--- config.mk ---
export PLATFORM = sky130hd
export DESIGN_NAME = hv_pwm_intb_encode_mch
export DESIGN_NICKNAME = d
export VERILOG_FILES = /design/src/rtl/hv_pwm_intb_pkg.sv /design/src/rtl/hv_pwm_intb_enc_ch.sv /design/src/rtl/hv_pwm_intb_encode_mch.sv
export SDC_FILE = /design/constraint.sdc
export NUM_CORES = 1
export LEC_CHECK = 0
export CAP_MARGIN = 5
export CORE_ASPECT_RATIO = 1.5
export CORE_MARGIN = 2
export CORE_UTILIZATION = 45
export DETAILED_ROUTE_END_ITERATION = 12
export GPL_ROUTABILITY_DRIVEN = 0
export HOLD_SLACK_MARGIN = 0.03
export PLACE_DENSITY = 0.71
export SLEW_MARGIN = 15
export SYNTH_ARGS = -nofsm -noshare
export SYNTH_HDL_FRONTEND = slang
export SYNTH_HIERARCHICAL = 1
export SYNTH_SLANG_ARGS = --single-unit
--- constraint.sdc ---
create_clock -name i_clk -period 2.62 [get_ports i_clk]
set_input_delay 0.524 -clock i_clk [delete_from_list [all_inputs] [get_ports i_clk]]
set_output_delay 0.524 -clock i_clk [all_outputs]
set_load 0.02 [all_outputs]
--- src/rtl/hv_pwm_intb_pkg.sv ---
// Shared types and constants for the multi-channel PWM/INTB symbol encoder.
package hv_pwm_intb_pkg;

    typedef enum logic [2:0] {
        ST_IDLE = 3'd0,
        ST_B1_0 = 3'd1,
        ST_B1_1 = 3'd2,
        ST_B1_2 = 3'd3,
        ST_B0   = 3'd4
    } state_t;

    typedef enum logic {
        EV_INTB0 = 1'b0,
        EV_INTB1 = 1'b1
    } evt_t;

    // Watchdog refresh periods in clock cycles, indexed by the 2-bit config.
    localparam logic [3:0][9:0] WDG_INTB_TH = {10'd512, 10'd256, 10'd128, 10'd64};

    // Only the middle INTB1 bit carries the locked gate level; all others invert it.
    function automatic logic sym_bit(state_t st, logic lock);
        return (st == ST_B1_1) ? lock : ~lock;
    endfunction

    function automatic state_t sym_start(evt_t ev);
        return (ev == EV_INTB1) ? ST_B1_0 : ST_B0;
    endfunction

endpackage

--- src/rtl/hv_pwm_intb_enc_ch.sv ---
// One PWM/INTB channel: edge detect, symbol FSM, one-entry pending slot and
// optional refresh watchdog (present when HV_PWM_INTB_WDG_EN is defined).
module hv_pwm_intb_enc_ch
    import hv_pwm_intb_pkg::*;
#(
    parameter int EXT_CYC_NUM = 4,
    parameter int WDG_CNT_W   = 16
) (
    input  logic       clk,
    input  logic       rst,
    input  logic       intb_n,
    input  logic       gwave,
    input  logic       wdg_en,
    input  logic [9:0] wdg_th_m1,
    output logic       pwm_intb_n,
    output logic       busy,
    output logic       drop
);

    localparam int CYC_W = $clog2(EXT_CYC_NUM);
    localparam logic [CYC_W-1:0] CYC_LAST = CYC_W'(EXT_CYC_NUM - 1);

    state_t           state, state_nxt;
    logic [CYC_W-1:0] cyc, cyc_nxt;
    logic             intb_q;
    logic             lock, lock_nxt;
    logic             slot_vld, slot_vld_nxt;
    evt_t             slot_typ, slot_typ_nxt;
    logic             drop_nxt;
    logic             edge_evt;
    logic             refresh;
    logic             evt;
    evt_t             evt_typ;

    assign edge_evt = intb_n ^ intb_q;
    // Edge type and refresh type both follow the current level, so one source serves both.
    assign evt_typ  = intb_n ? EV_INTB1 : EV_INTB0;
    assign evt      = edge_evt | refresh;

`ifdef HV_PWM_INTB_WDG_EN
    logic [WDG_CNT_W-1:0] wdg_cnt;
    logic                 wdg_fire;

    // >= so a threshold lowered below the running count fires at once.
    assign wdg_fire = wdg_en && (32'(wdg_cnt) >= 32'(wdg_th_m1));
    assign refresh  = wdg_fire && !edge_evt && (state == ST_IDLE) && !slot_vld;

    always_ff @(posedge clk) begin
        if (rst || !wdg_en || edge_evt || wdg_fire) wdg_cnt <= '0;
        else                                        wdg_cnt <= wdg_cnt + 1'b1;
    end
`else
    logic unused_wdg;
    assign unused_wdg = ^{wdg_en, wdg_th_m1};
    assign refresh    = 1'b0;
`endif

    always_ff @(posedge clk) begin
        if (rst) begin
            state      <= ST_IDLE;
            cyc        <= '0;
            intb_q     <= 1'b1;
            lock       <= 1'b0;
            slot_vld   <= 1'b0;
            slot_typ   <= EV_INTB0;
            pwm_intb_n <= 1'b0;
            busy       <= 1'b0;
            drop       <= 1'b0;
        end else begin
            state      <= state_nxt;
            cyc        <= cyc_nxt;
            intb_q     <= intb_n;
            lock       <= lock_nxt;
            slot_vld   <= slot_vld_nxt;
            slot_typ   <= slot_typ_nxt;
            pwm_intb_n <= (state_nxt == ST_IDLE) ? gwave : sym_bit(state_nxt, lock_nxt);
            busy       <= (state_nxt != ST_IDLE);
            drop       <= drop_nxt;
        end
    end

    always_comb begin
        state_nxt    = state;
        cyc_nxt      = cyc;
        lock_nxt     = lock;
        slot_vld_nxt = slot_vld;
        slot_typ_nxt = slot_typ;
        drop_nxt     = 1'b0;
        case (state)
            ST_IDLE: begin
                if (evt) begin
                    state_nxt = sym_start(evt_typ);
                    cyc_nxt   = '0;
                    lock_nxt  = gwave;
                end
            end
            default: begin
                cyc_nxt = cyc + 1'b1;
                if (evt) begin
                    slot_vld_nxt = 1'b1;
                    slot_typ_nxt = evt_typ;
                    drop_nxt     = slot_vld;
                end
                if (cyc == CYC_LAST) begin
                    cyc_nxt = '0;
                    case (state)
                        ST_B1_0: state_nxt = ST_B1_1;
                        ST_B1_1: state_nxt = ST_B1_2;
                        default: begin
                            // Symbol end: the slot is consumed now, so a same-cycle event refills it without a drop.
                            if (slot_vld) begin
                                state_nxt    = sym_start(slot_typ);
                                lock_nxt     = gwave;
                                slot_vld_nxt = evt;
                                drop_nxt     = 1'b0;
                            end else if (evt) begin
                                state_nxt    = sym_start(evt_typ);
                                lock_nxt     = gwave;
                                slot_vld_nxt = 1'b0;
                            end else begin
                                state_nxt = ST_IDLE;
                            end
                        end
                    endcase
                end
            end
        endcase
    end

endmodule

--- src/rtl/hv_pwm_intb_encode_mch.sv ---
// Multi-channel PWM/INTB encoder top: shared watchdog config fan-out to
// CH_NUM channel instances. Watchdog built only with HV_PWM_INTB_WDG_EN.
module hv_pwm_intb_encode_mch
    import hv_pwm_intb_pkg::*;
#(
    parameter int CH_NUM      = 2,
    parameter int EXT_CYC_NUM = 4,
    parameter int WDG_CNT_W   = 16
) (
    input  logic              i_clk,
    input  logic              i_rst,
    input  logic [CH_NUM-1:0] i_hv_intb_n,
    input  logic [CH_NUM-1:0] i_hv_pwm_gwave,
    input  logic              i_wdgintb_en,
    input  logic [1:0]        i_wdgintb_config,
    output logic [CH_NUM-1:0] o_hv_pwm_intb_n,
    output logic [CH_NUM-1:0] o_busy,
    output logic [CH_NUM-1:0] o_drop
);

    logic       wdg_en;
    logic [9:0] wdg_th_m1;

`ifdef HV_PWM_INTB_WDG_EN
    assign wdg_en    = i_wdgintb_en;
    assign wdg_th_m1 = WDG_INTB_TH[i_wdgintb_config] - 10'd1;
`else
    logic unused_cfg;
    assign unused_cfg = ^{i_wdgintb_en, i_wdgintb_config};
    assign wdg_en     = 1'b0;
    assign wdg_th_m1  = '0;
`endif

    for (genvar g = 0; g < CH_NUM; g++) begin : g_ch
        hv_pwm_intb_enc_ch #(
            .EXT_CYC_NUM(EXT_CYC_NUM),
            .WDG_CNT_W  (WDG_CNT_W)
        ) u_ch (
            .clk       (i_clk),
            .rst       (i_rst),
            .intb_n    (i_hv_intb_n[g]),
            .gwave     (i_hv_pwm_gwave[g]),
            .wdg_en    (wdg_en),
            .wdg_th_m1 (wdg_th_m1),
            .pwm_intb_n(o_hv_pwm_intb_n[g]),
            .busy      (o_busy[g]),
            .drop      (o_drop[g])
        );
    end

endmodule

# Word-level counts from Yosys, hierarchy flattened
# Cells that the tools add are included.
[op_classes] reduce_logical=12 mux=56 multipliers=0 bitwise=6 order_cmp=0 shift=0 addsub=2 n_eq_ne=10 div_mod_pow=0
[op_table] operator="$mux W3" count=14
[op_table] operator="$mux W1" count=34
[op_table] operator="$eq A3 B2 Y1 const B" count=4
[op_table] operator="$logic_not A3 Y1" count=4
[op_table] operator="$mux W2" count=6
[op_table] operator="$pmux W3 S2" count=2
[op_table] operator="$reduce_or A2 Y1" count=4
[op_table] operator="$eq A3 B1 Y1 const B" count=2
[op_table] operator="$reduce_bool A3 Y1" count=2
[op_table] operator="$add A2 B1 Y2 const B" count=2
[op_table] operator="$eq A2 B2 Y1 const B" count=2
[op_table] operator="$ne A2 B1 Y1 const B" count=2
[op_table] operator="$not A1 Y1" count=4
[op_table] operator="$reduce_and A2 Y1" count=2
[op_table] operator="$xor A1 B1 Y1" count=2
[word_totals] ff_bits=24 mem_bits_ro=0 ram_bits=0 memories=0 latchBits=0 word_cells=104 out_inout_bits=6

# Longest topological paths before layout
# Gate-level depths: netlist of the first run.
[depth] depth_word=10 depth_mapped=8

# Cells and area by module
# The synthesis of the first run kept the hierarchy.
[modules_own_cells] mod="hv_pwm_intb_enc_ch at g_ch[1].u_ch" area_each_um2=604.3 instances=1 cells_per_inst=67
[modules_own_cells] mod="hv_pwm_intb_enc_ch at g_ch[0].u_ch" area_each_um2=585.6 instances=1 cells_per_inst=68
[modules_own_cells] mod="hv_pwm_intb_encode_mch" area_each_um2=3.8 instances=1 cells_per_inst=1

# Least setup slack after synthesis of the first run
# No wires, ideal clock.
[synth_path] kind="input to register" start="in i_hv_intb_n[1]" end="reg g_ch[1].u_ch.pwm_intb_n" path_slack_ps=617 path_stages=8 required_time_ps=2562 t_arrival_ps=1945 path_cell_list="inv_1 > ha_1 > buf_6 > or4_1 > mux2i_1 > a221oi_2 > a21oi_1 > o21a_1"
[synth_between] elab_chain_len=10
[synth_lines] element="start, declared" line_no="hv_pwm_intb_encode_mch.sv:12" source="input logic [CH_NUM-1:0] i_hv_intb_n,"
[synth_lines] element="$mux W1" line_no="hv_pwm_intb_enc_ch.sv:37" source="assign evt_typ = intb_n ? EV_INTB1 : EV_INTB0;"
[synth_lines] element="$mux W3" line_no="hv_pwm_intb_pkg.sv:26" source="return (ev == EV_INTB1) ? ST_B1_0 : ST_B0;"
[synth_lines] element="$mux W3" line_no="hv_pwm_intb_enc_ch.sv:116" source="end else if (evt) begin"
[synth_lines] element="$mux W3" line_no="hv_pwm_intb_enc_ch.sv:111" source="if (slot_vld) begin"
[synth_lines] element="$pmux W3 S2" line_no="hv_pwm_intb_enc_ch.sv:106" source="case (state)"
[synth_lines] element="$mux W3" line_no="hv_pwm_intb_enc_ch.sv:104" source="if (cyc == CYC_LAST) begin"
[synth_lines] element="$mux W3" line_no="hv_pwm_intb_enc_ch.sv:89" source="case (state)"
[synth_lines] element="$eq A3 B2 Y1" line_no="hv_pwm_intb_pkg.sv:22" source="return (st == ST_B1_1) ? lock : ~lock;"
[synth_lines] element="$mux W1" line_no="hv_pwm_intb_pkg.sv:22"
[synth_lines] element="$mux W1 *" line_no="hv_pwm_intb_enc_ch.sv:76" source="pwm_intb_n <= (state_nxt == ST_IDLE) ? gwave : sym_bit(state_nxt, lock_nxt);"
[synth_lines] element="end signal, assigned" line_no="hv_pwm_intb_enc_ch.sv:76"
[synth_lines] element="end, declared" line_no="hv_pwm_intb_enc_ch.sv:15" source="output logic pwm_intb_n,"
# Every way passes the cells marked *; elsewhere a longest branch is shown, timed or not.
# A chain may end at the register's enable or synchronous reset.

# Worst setup path in the final report of the first run
# Ends and elaborated chain as after synthesis.

==> results.sh, run 1 <==
export IMPL_worstSetupEndpointType="register"
export IMPL_worst_ep_arrival_time_ns=2.48
export IMPL_core_region_area_mm2=0.00248
export IMPL_cap_violations=0
export IMPL_min_delay_path_depth=2
export IMPL_antenna_found_initial=0
export IMPL_reg2reg_depth=6
export IMPL_clk_pin_slew_worst_paths_ns=0.12
export IMPL_peakVddDrop_v=0.000288
export IMPL_drv_slew=0
export IMPL_grt_pass1_vias=997
export IMPL_remaining_drc_errors=0
export IMPL_wirelength_um=2250
export IMPL_io_buffers=11
export IMPL_dieWidth_um=46.0
export IMPL_grt_max_degree=13
export IMPL_dpl_hpwl_um=1710
export IMPL_finalPower_uw=795
export IMPL_run_status="complete, no violations"
export IMPL_area_delta_synth_final_pct=12.9
export IMPL_syn_area_mm2=0.00119
export IMPL_rsz0062_at_grt="no"
export IMPL_grt_pass1_wl_um=3940
export IMPL_seqCellArea_um2=480
export IMPL_timing_slew_headroom_pct=63.4
export IMPL_drtIter0Drc=40
export IMPL_avgRoutedWirePerCell_um=13.2
export IMPL_fillers=233
export IMPL_cts_root_buf="clkbuf_4"
export IMPL_syn_inst=135
export IMPL_fin_worst_hold_slack_ns=0.481
export IMPL_fin_nets=164
export IMPL_io_pins=15
export IMPL_die_h_um=67.0
export IMPL_min_period_ns=2.23
export IMPL_power_density_mw_per_mm2=592
export IMPL_worstPathRequired_ns=2.87
export IMPL_syn_nets=150
export IMPL_diodes=0
export IMPL_syn_area_per_cell_um2=8.81
export IMPL_critical_path_class="input port to register"
export IMPL_drt_pass1_iter_count=4
export IMPL_post_cts_buffers=0
export IMPL_viasPerCell=5.85
export IMPL_setup_tns_final_ns=0
export IMPL_cp_max_fo=4
export IMPL_max_freq_mhz=449
export IMPL_multiInputGateArea_um2=637
export IMPL_numCtsBuffers=3
export IMPL_initial_core_util_pct=48.0
export IMPL_layout_drive_gt1_share_pct=10.2
export IMPL_cts_htree_levels=1
export IMPL_utilization_pct=54.2
export IMPL_route_antenna_remaining_nets=0
export IMPL_final_hold_violation_count=0
export IMPL_skew_ns=0.00363
export IMPL_clk_insertion_delay_late_ns=0.30
export IMPL_vias=1000
export IMPL_ys_warn_count=6
export IMPL_worst_slew_pin_slew_ns=0.545
export IMPL_grt_total_usage_pct=16.9
export IMPL_grt_overflow=0
export IMPL_setup_violations=0
export IMPL_cts_hold_buf=0
export IMPL_cts_buffer_depth=2
export IMPL_finalCritPeriodShare_pct=85.0
export IMPL_cts_tree="built"
export IMPL_start_kind="input port"
export IMPL_placementRows=22
export IMPL_hold_class="register to register"
export IMPL_leakage_nw=0.555
export IMPL_cts_sinks=24
export IMPL_cts_resized=0
export IMPL_dieArea_mm2=0.00308
metal layers:
layer | track usage, % | wire length [um] | vias to the layer above
li1 | - | - | 506
met1 | 17.0 | 968 | 470
met2 | 32.1 | 1200 | 20
met3 | 1.90 | 57 | 4
met4 | 7.86 | 27 | 0
met5 | 0 | 0 | -
registers in the layout, indices dropped and copies added, names as in the netlist:
| signal | flops |
|---|---|
| g_ch.u_ch/intb_q | 2 |
| g_ch.u_ch/cyc | 4 |
| g_ch.u_ch/pwm_intb_n | 2 |
| g_ch.u_ch/drop | 2 |
| g_ch.u_ch/state | 6 |
| g_ch.u_ch/slot_typ | 2 |
| g_ch.u_ch/busy | 2 |
| g_ch.u_ch/lock | 2 |
| g_ch.u_ch/slot_vld | 2 |
power breakdown:
group,switching [mW],internal [mW]
combinational,0.106,0.101
clock,0.0993,0.0536
sequential,0.0328,0.402
total,0.238,0.557
cell usage in the layout (no fill, tap or decap), types with 4 or more instances in the layout:
master and instances:
clkdlybuf4s50_1 11, nand3_1 6, a21oi_1 11, mux2i_1 7, nand2_1 8, nor2_1 16
ha_1 6, dfxtp_1 24, buf_4 4, inv_1 9, o21ai_0 6
final cells by class:
| class | count | share of cell area [%] |
|---|---|---|
| Clock buffer | 3 | 1.68 |
| Inverter | 9 | 2.51 |
| Sequential cell | 24 | 35.8 |
| Tap cell | 24 | 2.23 |
| Multi-Input combinational cell | 96 | 47.4 |
| Timing Repair Buffer | 15 | 10.4 |
worst max-delay path: stages:
cell	delay, ns
clkdlybuf4s50_1	0.48
inv_1	0.05
ha_1	0.33
or4_1	0.52
mux2i_1	0.22
a221oi_2	0.08
a21oi_1	0.14
o21a_1	0.13
path summary, 6_finish.rpt:
check / end / startpoint / slack (ns)
setup reg to reg: g_ch[0].u_ch/pwm_intb_n$_SDFF_PP0_ / g_ch[0].u_ch/cyc[0]$_SDFFE_PP0P_ / 0.64
hold reg to reg: g_ch[1].u_ch/cyc[1]$_SDFFE_PP0P_ / g_ch[1].u_ch/cyc[1]$_SDFFE_PP0P_ / 0.48
hold / removal: g_ch[1].u_ch/cyc[1]$_SDFFE_PP0P_ / g_ch[1].u_ch/cyc[1]$_SDFFE_PP0P_ / 0.48
setup / recovery: g_ch[1].u_ch/pwm_intb_n$_SDFF_PP0_ / i_hv_intb_n[1] / 0.39
stage by stage:
stage | setup slack [ns] | cells | cell area, um^2
final | 0.394 | 171 | 1340
after global routing | 0.281 | 171 | 1340
after CTS | 0.407 | 171 | 1340
after detailed placement | 0.0986 | 168 | 1320
after global placement | 0.142 | 168 | 1320
after floorplan | 0.617 | 135 | 1190
Power figures use the tool's default switching activity.
==> run 2, diff against run 1 <==
--- a/config.mk
+++ b/config.mk
@@ -12,7 +12,7 @@
 export DETAILED_ROUTE_END_ITERATION = 12
 export GPL_ROUTABILITY_DRIVEN = 0
 export HOLD_SLACK_MARGIN = 0.03
-export PLACE_DENSITY = 0.71
+export PLACE_DENSITY = 0.74
 export SLEW_MARGIN = 15
 export SYNTH_ARGS = -nofsm -noshare
 export SYNTH_HDL_FRONTEND = slang
==> constraint.sdc (replaced) <==
create_clock -name i_clk -period 2 [get_ports i_clk]
set_input_delay 0.4 -clock i_clk [delete_from_list [all_inputs] [get_ports i_clk]]
set_output_delay 0.4 -clock i_clk [all_outputs]
set_load 0.02 [all_outputs]
==> run 2 against run 1 <==
Effect of this change: first-iteration DRC count decreased by 57%; cell area increased by 8.2%; non-clock buffer count increased by 8; critical path depth decreased by 2; combinational power increased by 48%; sequential power increased by 31%; worst setup slack got worse by 0.22 ns; routed wire length increased by 4.0%; clock power increased by 120%; critical endpoint unchanged.
==> results.sh, run 2 (synthesis results as in run 1) <==
export IMPL_run_status="complete, no violations"
export IMPL_skew_ns=0.00537
export IMPL_clk_insertion_delay_late_ns=0.31
export IMPL_io_buffers=11
export IMPL_dpl_hpwl_um=1810
export IMPL_utilization_pct=58.7
export IMPL_p_int_uw=886
export IMPL_cap_violations=0
export IMPL_fin_nets=172
export IMPL_drt_pass1_iter_count=4
export IMPL_switching_power_uw=332
export IMPL_initial_core_util_pct=48.0
export IMPL_stdcell_area_mm2=0.00145
export IMPL_wirelength_um=2350
export IMPL_power_frac_seq_pct=46.8
export IMPL_pwr_share_clk_pct=28.0
export IMPL_grt_pass1_wl_um=4110
export IMPL_dpl_cell_area_mm2=0.00137
export IMPL_placementRows=22
export IMPL_timing_slew_headroom_pct=69.2
export IMPL_rsz0062_at_grt="no"
export IMPL_worstPathRequired_ns=2.22
export IMPL_peakVddDrop_v=0.000420
export IMPL_avgRoutedWirePerCell_um=13.0
export IMPL_route_antenna_remaining_nets=0
export IMPL_core_region_area_mm2=0.00248
export IMPL_cp_max_fo=8
export IMPL_io_pins=15
export IMPL_area_delta_synth_final_pct=22.2
export IMPL_cts_buffer_depth=2
export IMPL_cts_root_buf="clkbuf_4"
export IMPL_drtIter0Drc=17
export IMPL_vias=1032
export IMPL_final_hold_violation_count=0
export IMPL_final_common_cell="dfxtp_1"
export IMPL_antenna_found_initial=0
export IMPL_clk_pin_slew_worst_paths_ns=0.13
export IMPL_setup_violations=0
export IMPL_critical_path_class="register to register"
export IMPL_grt_total_usage_pct=17.8
export IMPL_cts_hold_buf=0
export IMPL_layout_drive_gt1_share_pct=16.7
export IMPL_viasPerCell=5.73
export IMPL_finalCritPeriodShare_pct=91.2
export IMPL_largest_reg_flops=6
export IMPL_multiInputGateArea_um2=656
export IMPL_grt_pass1_vias=1016
export IMPL_hold_class="input port to register"
export IMPL_numCtsBuffers=3
export IMPL_diodes=0
export IMPL_drv_slew=0
export IMPL_leakage_nw=0.619
export IMPL_swShare_pct=27.3
export IMPL_die_h_um=67.0
export IMPL_worst_slew_pin_slew_ns=0.459
export IMPL_power_density_mw_per_mm2=838
export IMPL_min_period_ns=1.82
export IMPL_largest_register="g_ch.u_ch/state"
export IMPL_remaining_drc_errors=0
export IMPL_seqCellArea_um2=480
export IMPL_start_kind="register"
export IMPL_worst_ep_arrival_time_ns=2.04
export IMPL_grt_overflow=0
export IMPL_dieWidth_um=46.0
export IMPL_p_comb_share_pct=25.2
export IMPL_final_cell_mix="dfxtp_1, nor2_1, buf_4, a21oi_1"
export IMPL_dieArea_mm2=0.00308
export IMPL_worstSetupEndpointType="register"
export IMPL_cts_htree_levels=1
export IMPL_cts_tree="built"
export IMPL_cts_sinks=24
export IMPL_reg_top3="g_ch.u_ch/state: 6 flops, g_ch.u_ch/cyc: 4 flops"
export IMPL_fillers=219
export IMPL_max_freq_mhz=548
export IMPL_grt_max_degree=18
[run 2: path summary, 6_finish.rpt]
check | slack [ns] | cells after the start | endpoint | start
min reg2reg | 0.49 | 2 | g_ch[1].u_ch/cyc[1]$_SDFFE_PP0P_ | g_ch[1].u_ch/cyc[1]$_SDFFE_PP0P_
max | 0.18 | 6 | g_ch[1].u_ch/pwm_intb_n$_SDFF_PP0_ | g_ch[1].u_ch/cyc[0]$_SDFFE_PP0P_
max reg2reg | 0.18 | 6 | g_ch[1].u_ch/pwm_intb_n$_SDFF_PP0_ | g_ch[1].u_ch/cyc[0]$_SDFFE_PP0P_
min | 0.42 | 3 | g_ch[0].u_ch/slot_typ$_SDFFE_PP0P_ | i_hv_intb_n[0]
[run 2: final cells by class]
class                   count  area share, %
flip-flops and latches     24           33.0
well taps                  24           2.07
repair buffers             23           13.9
clock inverters             1           2.07
inverters                   9           2.32
multi-input cells          96           45.1
clock buffers               3           1.55
[run 2: worst max-delay path, stage by stage (launching register included)]
cell and delay, ns:
dfxtp_1 0.35, ha_1 0.29, o21a_1 0.13, a311o_1 0.35, a221oi_2 0.39, a21oi_1 0.12, o21a_1 0.11
[run 2: per-layer routing]
layer	up-vias	GRT usage [%]	wire, um
li1	526	-	-
met1	487	18.2	926
met2	15	33.5	1320
met3	4	1.63	59
met4	0	8.93	40
met5	-	0	0
[run 2: what timing repair did]
action                     4_1_cts  5_1_grt
setup endpoints to repair        1        1
gates resized for setup          2        3
setup buffers                    1        0
pin swaps                        2        0
[run 2: power groups by stage]
| stage | Clock [mW] | Combinational [mW] | Sequential, mW |
|---|---|---|---|
| after floorplan | 0 | 0.181 | 0.587 |
| after global placement | 0 | 0.287 | 0.576 |
| after detailed placement | 0 | 0.300 | 0.580 |
| after CTS | 0.353 | 0.307 | 0.570 |
| after global routing | 0.376 | 0.344 | 0.578 |
| final | 0.341 | 0.307 | 0.570 |
[run 2: stage by stage]
step	std cells	setup WS [ns]	TNS [ns]	hold WS (ns)	power, mW
2_1_floorplan	135	0.121	0	0.452	0.768
3_3_place_gp	175	-0.332	-1.54	0.459	0.864
3_5_place_dp	175	-0.405	-1.89	0.478	0.880
4_1_cts	180	0.0285	0	0.496	1.23
5_1_grt	180	0.0715	0	0.426	1.30
6_report	180	0.176	0	0.419	1.22
